[config.mk]
export PLATFORM = sky130hd
export DESIGN_NAME = lcd_bus_monitor_flat
export DESIGN_NICKNAME = d
export VERILOG_FILES = /design/src/rtl/lcd_bus_if.sv /design/src/rtl/lcd_bus_monitor.sv /design/src/flat_wrapper.sv
export SDC_FILE = /design/constraint.sdc
export NUM_CORES = 1
export LEC_CHECK = 0
export CAP_MARGIN = 10
export CORE_ASPECT_RATIO = 0.7
export CORE_MARGIN = 2
export CORE_UTILIZATION = 40
export CTS_BUF_LIST = sky130_fd_sc_hd__clkbuf_4 sky130_fd_sc_hd__clkbuf_8
export DETAILED_ROUTE_END_ITERATION = 8
export PLACE_DENSITY = 0.67
export SETUP_SLACK_MARGIN = 0.4
export SLEW_MARGIN = 20
export SYNTH_ARGS = -nofsm -noshare
export SYNTH_HDL_FRONTEND = slang
export SYNTH_SLANG_ARGS = --single-unit
export TNS_END_PERCENT = 20
[constraint.sdc]
create_clock -name disp_clk -period 4.55 [get_ports disp_clk]
set_input_delay 0.6825 -clock disp_clk [delete_from_list [all_inputs] [get_ports disp_clk]]
set_output_delay 0.6825 -clock disp_clk [all_outputs]
set_load 0.05 [all_outputs]
[src/rtl/lcd_bus_if.sv]
// lcd_bus_if: HD44780-style parallel LCD bus shared by the controller and its snoopers
interface lcd_bus_if;
   logic       disp_rs;
   logic       disp_rw;
   logic       disp_en;
   logic [7:0] disp_data;
   modport master (output disp_rs, disp_rw, disp_en, disp_data);
   modport slave  (input  disp_rs, disp_rw, disp_en, disp_data);
endinterface

[src/rtl/lcd_bus_monitor.sv]
// lcd_bus_monitor: snoops the LCD bus and mirrors screen text, cursor, busy and mode state
module lcd_bus_monitor #(
   parameter int BUSY_CYCLES  = 2000,
   parameter int CLEAR_CYCLES = 82000
) (
   input  logic         disp_clk,
   input  logic         disp_async_rst,
   lcd_bus_if.slave     bus_i,
   output logic [255:0] screen_o,
   output logic [6:0]   cursor_addr_o,
   output logic         busy_o,
   output logic [7:0]   status_out_o,
   output logic         char_strobe_o,
   output logic [7:0]   char_code_o,
   output logic         frame_done_o,
   output logic         display_enabled_o,
   output logic         proto_err_o
);
   logic [10:0] sync1_q, sync2_q;
   logic        en_prev_q, fall_q;
   logic [9:0]  hold_q;
   logic [17:0] cnt_q, cnt_d;
   logic [7:0]  scr_q [32];
   logic [7:0]  scr_d [32];
   logic [6:0]  cur_q, cur_d, cur_step;
   logic        id_q, id_d, den_q, den_d, err_q, err_d;
   logic        strobe_q, strobe_d, frame_q, frame_d;
   logic [7:0]  status_q, status_d, code_q, code_d;
   logic        rs, rw, busy;
   logic [7:0]  data;
   logic [4:0]  pos;

   assign {rs, rw, data} = hold_q;
   assign busy = cnt_q != '0;
   // DDRAM 0x00-0x0F maps to positions 0-15, 0x40-0x4F to 16-31; bits [5:4] must be clear
   assign pos = {cur_q[6], cur_q[3:0]};
   assign cur_step = id_q ? (cur_q == 7'h27 ? 7'h40 : cur_q == 7'h67 ? 7'h00 : cur_q + 7'd1)
                          : (cur_q == 7'h00 ? 7'h67 : cur_q == 7'h40 ? 7'h27 : cur_q - 7'd1);

   for (genvar g = 0; g < 32; g++) begin : g_flat
      assign screen_o[255 - 8*g -: 8] = scr_q[g];
   end
   assign cursor_addr_o     = cur_q;
   assign busy_o            = busy;
   assign status_out_o      = status_q;
   assign char_strobe_o     = strobe_q;
   assign char_code_o       = code_q;
   assign frame_done_o      = frame_q;
   assign display_enabled_o = den_q;
   assign proto_err_o       = err_q;

   // Synchronize the bus, hold the last enabled-phase values and flag the en falling edge
   always_ff @(posedge disp_clk or negedge disp_async_rst) begin
      if (!disp_async_rst) begin
         sync1_q   <= '0;
         sync2_q   <= '0;
         en_prev_q <= 1'b0;
         fall_q    <= 1'b0;
         hold_q    <= '0;
      end else begin
         sync1_q   <= {bus_i.disp_en, bus_i.disp_rs, bus_i.disp_rw, bus_i.disp_data};
         sync2_q   <= sync1_q;
         en_prev_q <= sync2_q[10];
         fall_q    <= en_prev_q & ~sync2_q[10];
         if (sync2_q[10]) hold_q <= sync2_q[9:0];
      end
   end

   // Decode the held transfer; commands are classified by their highest set bit
   always_comb begin
      scr_d    = scr_q;
      cur_d    = cur_q;
      id_d     = id_q;
      den_d    = den_q;
      err_d    = err_q;
      status_d = status_q;
      code_d   = code_q;
      strobe_d = 1'b0;
      frame_d  = 1'b0;
      cnt_d    = busy ? cnt_q - 18'd1 : cnt_q;
      if (fall_q && rw) begin
         err_d    = err_q | rs;
         status_d = rs ? status_q : {busy, cur_q};
      end else if (fall_q) begin
         err_d = err_q | busy;
         cnt_d = 18'(BUSY_CYCLES);
         if (rs) begin
            code_d   = data;
            strobe_d = 1'b1;
            frame_d  = cur_q == 7'h4F;
            cur_d    = cur_step;
            if (cur_q[5:4] == 2'b00) scr_d[pos] = data;
         end else if (data[7]) begin
            cur_d = data[6:0];
         end else if (data[6:5] == 2'b01) begin
            err_d = err_q | busy | ~data[4];
         end else if (data[6:3] == 4'b0001) begin
            den_d = data[2];
         end else if (data[6:2] == 5'b00001) begin
            id_d  = data[1];
            err_d = err_q | busy | data[0];
         end else if (data[6:1] == 6'b000001) begin
            cur_d = '0;
            cnt_d = 18'(CLEAR_CYCLES);
         end else if (data[6:0] == 7'h01) begin
            for (int i = 0; i < 32; i++) scr_d[i] = 8'h20;
            cur_d = '0;
            id_d  = 1'b1;
            cnt_d = 18'(CLEAR_CYCLES);
         end
      end
   end

   // Shadow display state registers
   always_ff @(posedge disp_clk or negedge disp_async_rst) begin
      if (!disp_async_rst) begin
         for (int i = 0; i < 32; i++) scr_q[i] <= 8'h20;
         cur_q    <= '0;
         id_q     <= 1'b1;
         den_q    <= 1'b0;
         err_q    <= 1'b0;
         status_q <= '0;
         code_q   <= '0;
         strobe_q <= 1'b0;
         frame_q  <= 1'b0;
         cnt_q    <= '0;
      end else begin
         for (int i = 0; i < 32; i++) scr_q[i] <= scr_d[i];
         cur_q    <= cur_d;
         id_q     <= id_d;
         den_q    <= den_d;
         err_q    <= err_d;
         status_q <= status_d;
         code_q   <= code_d;
         strobe_q <= strobe_d;
         frame_q  <= frame_d;
         cnt_q    <= cnt_d;
      end
   end
endmodule
[src/flat_wrapper.sv]
// flat-port wrapper written by rule: the top's interface ports become plain ports
module lcd_bus_monitor_flat 
#(
   parameter int BUSY_CYCLES  = 2000,
   parameter int CLEAR_CYCLES = 82000
)
  (disp_clk, disp_async_rst, screen_o, cursor_addr_o, busy_o, status_out_o, char_strobe_o, char_code_o, frame_done_o, display_enabled_o, proto_err_o, bus_i_disp_rs, bus_i_disp_rw, bus_i_disp_en, bus_i_disp_data);
  lcd_bus_if bus_i_i ();
  input  logic disp_clk;
  input  logic disp_async_rst;
  output logic [255:0] screen_o;
  output logic [6:0] cursor_addr_o;
  output logic busy_o;
  output logic [7:0] status_out_o;
  output logic char_strobe_o;
  output logic [7:0] char_code_o;
  output logic frame_done_o;
  output logic display_enabled_o;
  output logic proto_err_o;
  input wire logic [$bits(bus_i_i.disp_rs)-1:0] bus_i_disp_rs;
  input wire logic [$bits(bus_i_i.disp_rw)-1:0] bus_i_disp_rw;
  input wire logic [$bits(bus_i_i.disp_en)-1:0] bus_i_disp_en;
  input wire logic [$bits(bus_i_i.disp_data)-1:0] bus_i_disp_data;
  assign bus_i_i.disp_rs = bus_i_disp_rs;
  assign bus_i_i.disp_rw = bus_i_disp_rw;
  assign bus_i_i.disp_en = bus_i_disp_en;
  assign bus_i_i.disp_data = bus_i_disp_data;
  lcd_bus_monitor #(.BUSY_CYCLES(BUSY_CYCLES), .CLEAR_CYCLES(CLEAR_CYCLES)) u_core (.disp_clk(disp_clk), .disp_async_rst(disp_async_rst), .bus_i(bus_i_i), .screen_o(screen_o), .cursor_addr_o(cursor_addr_o), .busy_o(busy_o), .status_out_o(status_out_o), .char_strobe_o(char_strobe_o), .char_code_o(char_code_o), .frame_done_o(frame_done_o), .display_enabled_o(display_enabled_o), .proto_err_o(proto_err_o));
endmodule
==> impl_metrics.csv, run 1 <==
group,metric,value,unit
run_status,status,"completed",
detailed_routing,vias,9783,
detailed_routing,wl_met2,17600,um
setup_path,max_stage_delay,720,ps
setup_path,worstPathRequired,3870,ps
timing,tightest_slew,1000,ps
setup_path,critPathKind,"reg2out",
setup_path,cp_slowest_cell,"clkdlybuf4s50_1",
grt,antenna_found_initial,0,
pwr,p_leak,7.63,nW
setup_path,crit_path_max_fanout,11,
logic_synthesis,yosysTopAreaCellShare,57.8,%
detailed_routing,route.met3.wl,3800,um
logic_synthesis,ys_top_cells_by_area,"dfrtp_1 58%, a22o_1 7.5%, o2bb2ai_1 7.5%",
detailed_routing,drtAntennaViolNets,0,
pwr,power_frac_comb,31.8,%
setup_path,crit_chain,"nor4_2, nand4b_1, nor3_4, inv_1, clkdlybuf4s50_1",
pwr,peakVddDrop,0.301,mV
grt,grt_pass1_vias,9874,
detailed_routing,viasPerCell,5.45,
logic_synthesis,synth_edf_count,0,
pwr,pwr-share-clk,29.2,%
floorplan,die_x,220,um
clocking,cts_made_buffers,53,
worst_hold_path,hold_class,"in2async",
pwr,p_int,6.20,mW
place,dp_hpwl,26200,um
clocking,cts-htree-levels,2,
final_layout,diodes,0,
floorplan,initial_core_util,40.6,%
final_layout,ff_latch_area,8450,um2
pwr,p_seq_share,39.0,%
logic_synthesis,yosysSeqAreaShare,64.4,%
timing,setup_violations,0,
clocking,clockBufferDepth,3,
pwr,power.density,562,nW/um2
floorplan,core_area,32300,um2
detailed_routing,drc_errors,0,
logic_synthesis,synth_common_cells,"303 x dfrtp_1, 112 x a22o_1, 112 x o2bb2ai_1",
logic_synthesis,syn-cell-area,13100,um2
detailed_routing,routedLengthMet1,18100,um
timing,period_minus_slack,3920,ps
setup_path,startpoint_type,"register",
run,max-cap-violations,0,
final_layout,final_util,54.8,%
final_layout,multi_input_area,4220,um2
grt,grt_pass1_wl,61100,um
detailed_routing,maxUsedRoutingLayer,"met4",
setup_path,arrival,3230,ps
setup_path,endpoint_kind,"primary output",
final_layout,final_cells,1796,
final_layout,syn_to_final_growth,34.8,%
clocking,cts.sinks,336,
floorplan,ios,297,
floorplan,die_height,155,um
floorplan,die_area,34300,um2
clocking,cts_tree,"done",
clocking,hold_buffers,0,
logic_synthesis,synth_flop_cell,"dfrtp_1",
logic_synthesis,synth_area_leader_cell,"dfrtp_1",
clocking,cts-root-buf,"clkbuf_8",
place,port_buffers,296,
final_layout,fin_nets,1347,
logic_synthesis,ys_warn_count,0,
final_layout,fillCellCount,2740,
detailed_routing,first_iter_violations,696,
timing,maxSlewViolCount,0,
detailed_routing,detail_route.wl_per_cell,22.4,um
timing,fin_crit_sh,86.1,%
pwr,switching_share,37.6,%
detailed_routing,wl,40300,um
place,gp_congestion,0.835,
logic_synthesis,async_flop_share,100,%
logic_synthesis,ys_types,65,
logic_synthesis,synth_most_common_cell,"dfrtp_1",
floorplan,rows,55,
detailed_routing,dr.pass1.iters,5,
final_layout,drive_gt1_share,14.1,%
clocking,postCtsSetupBuffers,0,
timing,skew,15.5,ps
timing,slew_headroom,33.2,%
clocking,clk_transition_reported_paths,60,ps
grt,grt_max_degree,108,
timing,max_freq,255,MHz
timing,hold_violations,0,
logic_synthesis,synthCells,1030,
logic_synthesis,synth.net_count,1049,
logic_synthesis,ys_seq_elements,336,
grt,grt-ovfl-total,0,
logic_synthesis,synth_area_per_cell,12.7,um2
pwr,p_switching,3.73,mW
timing,rsz0062_at_grt,"false",
place,dp.cells,1700,
grt,grt_use_total,23.6,%
clocking,insertion_delay,590,ps
timing,setup_tns,0,ps
## path summary, 6_finish.rpt
check                      slack [ps]  cells after the start                         start                               end
setup / recovery                  630                      5     u_core.cnt_q[9]$_DFF_PN0_                            busy_o
hold / removal                    150                      1                disp_async_rst  u_core.screen_o[212]$_DFFE_PN0P_
setup reg to reg                 1620                      4  u_core.hold_q[8]$_DFFE_PN0P_  u_core.screen_o[112]$_DFFE_PN0P_
hold reg to reg                   340                      0   u_core.sync1_q[9]$_DFF_PN0_       u_core.sync2_q[9]$_DFF_PN0_
max in group asynchronous        3370                      2                disp_async_rst   u_core.screen_o[29]$_DFFE_PN1P_
min in group disp_clk             340                      0   u_core.sync1_q[9]$_DFF_PN0_       u_core.sync2_q[9]$_DFF_PN0_
## kinds of logic after synthesis
family,Yosys count,synth area share [%]
AOI/OAI and AO/OA,342,20.9
DFF,336,64.4
and+or+nand+nor,201,7.80
buffers and inverters,109,3.44
muxes,22,1.88
xor gates and xnor gates,14,0.935
adders and majority gates,6,0.573
## layer usage
layer / up-vias / global-route usage [%]
met3: 62 / 8.29
met2: 367 / 34.4
li1: 4420 / -
met5: - / 0
met4: 0 / 6.46
met1: 4934 / 33.3
## per-stage QoR
stage	setup slack, ps	hold slack, ps	total power [mW]	instance area [um2]
2_1_floorplan	2170	331	5.92	13100
3_3_place_gp	1290	335	7.05	16400
3_5_place_dp	1190	335	7.09	16400
4_1_cts	515	153	10.0	17700
5_1_grt	453	184	10.4	17700
6_report	634	145	9.93	17700
## timing repair
action                     in CTS  in global routing
hold endpoints to repair        0                  0
resized for setup               0                  1
setup endpoints to repair       0                  1
## flip-flops by register name (all words and copies together) (netlist names)
register and flops:
u_core.screen_o 256, u_core.cnt_q 18, u_core.sync1_q 11, u_core.sync2_q 11
u_core.hold_q 10, u_core.char_code_o 8, u_core.status_out_o 8, u_core.cursor_addr_o 7
u_core.char_strobe_o 1, u_core.display_enabled_o 1, u_core.en_prev_q 1, u_core.fall_q 1
u_core.frame_done_o 1, u_core.id_q 1, u_core.proto_err_o 1
## worst max-delay path, delay by kind of cell, from the launching register on
family | cells | cell delay, ps
and+or+nand+nor | 3 | 1380
DFF | 1 | 420
buffers and inverters | 2 | 850
## power by group through the flow
stage               Sequential [mW]  Combinational [mW]  Clock, mW
global placement               3.91                3.14          0
global route                   3.93                3.35       3.13
finish                         3.88                3.16       2.90
detailed placement             3.92                3.17          0
CTS                            3.88                3.18       2.96
floorplan                      5.13               0.785          0
## layout make-up
class / count / share of cell area (%)
clock inverters: 11 / 0.906
multi-input cells: 585 / 23.9
inverters: 44 / 0.935
repair buffers: 308 / 17.4
flip-flops and latches: 336 / 47.8
clock buffers: 85 / 5.98
well taps: 427 / 3.02
## cells in the final DEF, fill, tap and decap left out, types with 16 or more instances in the layout
cell | synthesis | final
a22o_1 | 112 | 112
clkbuf_8 | 0 | 67
nand3_1 | 24 | 24
o21ai_0 | 16 | 16
clkbuf_4 | 0 | 18
a22oi_1 | 16 | 16
nand2_1 | 57 | 57
dfstp_2 | 33 | 33
mux2_2 | 21 | 21
a21oi_1 | 29 | 29
dfrtp_1 | 303 | 303
inv_1 | 42 | 42
clkdlybuf4s50_1 | 0 | 295
o2bb2ai_1 | 112 | 112
nor2_1 | 49 | 49
Note: power is estimated with default switching activity, not from simulation.
==> run 2: changes to the inputs <==
ABC_AREA = 1   (was not set)
==> impl_metrics.csv, run 2 <==
group,metric,value,unit
timing,setup_violations,0,
logic_synthesis,ys_warn_count,0,
place,port_buffers,296,
clocking,cts.sinks,336,
clocking,cts-root-buf,"clkbuf_8",
timing,period_minus_slack,3660,ps
clocking,hold_buffers,0,
setup_path,worstPathBufferInverterCount,3,
final_layout,diodes,0,
final_layout,final_cell_mix,"427 x nand2_1, 302 x dfrtp_1, 295 x clkdlybuf4s50_1, 225 x o21ai_0, 68 x clkbuf_8",
floorplan,die_height,157,um
final_layout,multi_input_area,4500,um2
clocking,cts-htree-levels,2,
detailed_routing,dr.pass1.iters,6,
logic_synthesis,synth_area_leader_cell,"dfrtp_1",
logic_synthesis,synthCells,1346,
grt,grt_max_degree,111,
detailed_routing,vias,11084,
timing,hold_ws,140,ps
setup_path,worstPathRequired,3870,ps
logic_synthesis,synth_most_common_cell,"nand2_1",
floorplan,rows,56,
setup_path,max_stage_delay,830,ps
place,gp_congestion,0.899,
floorplan,initial_core_util,40.3,%
setup_path,worstSetupStartpoint,"u_core.cnt_q[0]$_DFF_PN0_",
grt,grt_pass1_vias,10643,
final_layout,fillCellCount,2992,
pwr,p_leak,7.76,nW
grt,grt-ovfl-total,0,
final_layout,syn_to_final_growth,34.8,%
timing,fin_crit_sh,80.4,%
final_layout,ff_latch_area,8450,um2
setup_path,crit_chain,"inv_1, ha_1, nand2_1, inv_1, nand2_1, nor2_1, nand4_1, clkdlybuf4s50_1",
timing,setup_tns,0,ps
setup_path,crit_path_max_fanout,8,
floorplan,die_x,223,um
clocking,cts_made_buffers,52,
setup_path,path_delay_family,"buffers and inverters",
logic_synthesis,ys_seq_elements,336,
setup_path,cp_slowest_cell,"clkdlybuf4s50_1",
run,max-cap-violations,0,
final_layout,mostFrequentLayoutCell,"nand2_1",
timing,hold_violations,0,
setup_path,endpoint_kind,"primary output",
clocking,cts_resized,0,
pwr,peakVddDrop,0.467,mV
setup_path,arrival,2980,ps
pwr,power.density,535,nW/um2
detailed_routing,viasPerCell,5.18,
logic_synthesis,syn-cell-area,13400,um2
clocking,insertion_delay,610,ps
final_layout,drive_gt1_share,11.9,%
logic_synthesis,yosysTopAreaCellShare,56.6,%
pwr,total_power,9.65,mW
clocking,postCtsSetupBuffers,0,
logic_synthesis,async_flop_share,100,%
timing,rsz0062_at_grt,"false",
final_layout,fin_nets,1679,
detailed_routing,detail_route.wl_per_cell,19.8,um
run_status,status,"completed",
grt,antenna_found_initial,0,
setup_path,startpoint_type,"register",
final_layout,largest_register_ffs,256,
grt,grt_use_total,24.2,%
setup_path,worstReg2RegStart,"u_core.hold_q[9]$_DFFE_PN0P_",
setup_path,critPathKind,"reg2out",
timing,slew_headroom,42.9,%
timing,maxSlewViolCount,0,
logic_synthesis,yosysSeqAreaShare,63.1,%
floorplan,die_area,35000,um2
clocking,clockBufferDepth,3,
floorplan,ios,297,
detailed_routing,drc_errors,0,
worst_hold_path,hold_class,"in2async",
timing,max_freq,273,MHz
logic_synthesis,synth_flop_cell,"dfrtp_1",
timing,tightest_slew,857,ps
detailed_routing,drtAntennaViolNets,0,
logic_synthesis,synth_edf_count,0,
floorplan,core_area,33200,um2
timing,skew,32.3,ps
logic_synthesis,ys_types,35,
clocking,clk_transition_reported_paths,60,ps
logic_synthesis,synth.net_count,1365,
logic_synthesis,synth_common_cells,"427 x nand2_1, 303 x dfrtp_1, 225 x o21ai_0",
clocking,cts_tree,"done",
setup_path,r2r_setup_slack,1700,ps
detailed_routing,wl,42400,um
grt,grt_pass1_wl,64900,um
logic_synthesis,synth_area_per_cell,9.95,um2
logic_synthesis,ys_top_cells_by_area,"dfrtp_1 57%, nand2_1 12%, o21ai_0 8.4%",
place,dp_hpwl,28400,um
detailed_routing,first_iter_violations,872,
## run 2: changes by cell type after synthesis, sizes merged, moves of 12 or more
cell / delta
nand2: +360
o21ai: +254
a22o: -112
o2bb2ai: -112
nand3: +36
mux2: -19
a22oi: -16
a21oi: -12
## run 2: worst register-to-register path, cell delays in order (launching register included)
cell	delay, ps
dfrtp_2	420
buf_4	290
nor2_1	300
nand3_1	170
o21ai_4	320
buf_4	610
nand3_2	360
nand2_1	140
o21ai_0	90
## run 2: cell type report
cell class / instances / share of cell area [%]
multi-input cells: 916 / 24.9
well taps: 435 / 3.02
clock inverters: 15 / 1.30
clock buffers: 83 / 5.81
repair buffers: 310 / 17.2
inverters: 44 / 0.916
flip-flops and latches: 336 / 46.8
## run 2: report_power, final
group | switching (mW) | internal, mW | total (mW)
sequential | 0.295 | 3.45 | 3.74
combinational | 2.06 | 0.828 | 2.89
clock | 1.21 | 1.81 | 3.02
## run 2: path summary, 6_finish.rpt
kind | to | cells past startpoint
max | busy_o | 8
min | u_core.screen_o[236]$_DFFE_PN0P_ | 1
max reg2reg | u_core.screen_o[220]$_DFFE_PN0P_ | 8
min reg2reg | u_core.sync2_q[4]$_DFF_PN0_ | 0
max in group asynchronous | u_core.screen_o[93]$_DFFE_PN1P_ | 2
min in group disp_clk | u_core.sync2_q[4]$_DFF_PN0_ | 0
## run 2: layer usage
metal,GRT usage (%),routed length [um]
met1,36.4,20100
met2,34.8,18200
met3,5.90,3300
met4,6.58,853
met5,0,0
## run 2: kinds of logic (layout without fill, tap and decap cells)
| kind of cell | Yosys count | in the layout | share of synthesized area [%] |
|---|---|---|---|
| simple gates | 574 | 574 | 19.3 |
| fa+ha+maj | 6 | 6 | 0.561 |
| flops | 336 | 336 | 63.1 |
| xor+xnor | 15 | 15 | 0.981 |
| compound gates | 319 | 319 | 12.3 |
| mux | 2 | 2 | 0.168 |
| buf+inv | 94 | 452 | 3.53 |
## run 2: stage by stage
stage               setup slack [ps]  std cells  util [%]  cell area [um2]
CTS                              872       2139      54.3            18000
global placement                1620       2041      50.5            16800
floorplan                       2290       1346         -            13400
detailed placement              1550       2041      50.5            16800
finish                           892       2139      54.3            18000
global route                     720       2139      54.3            18000
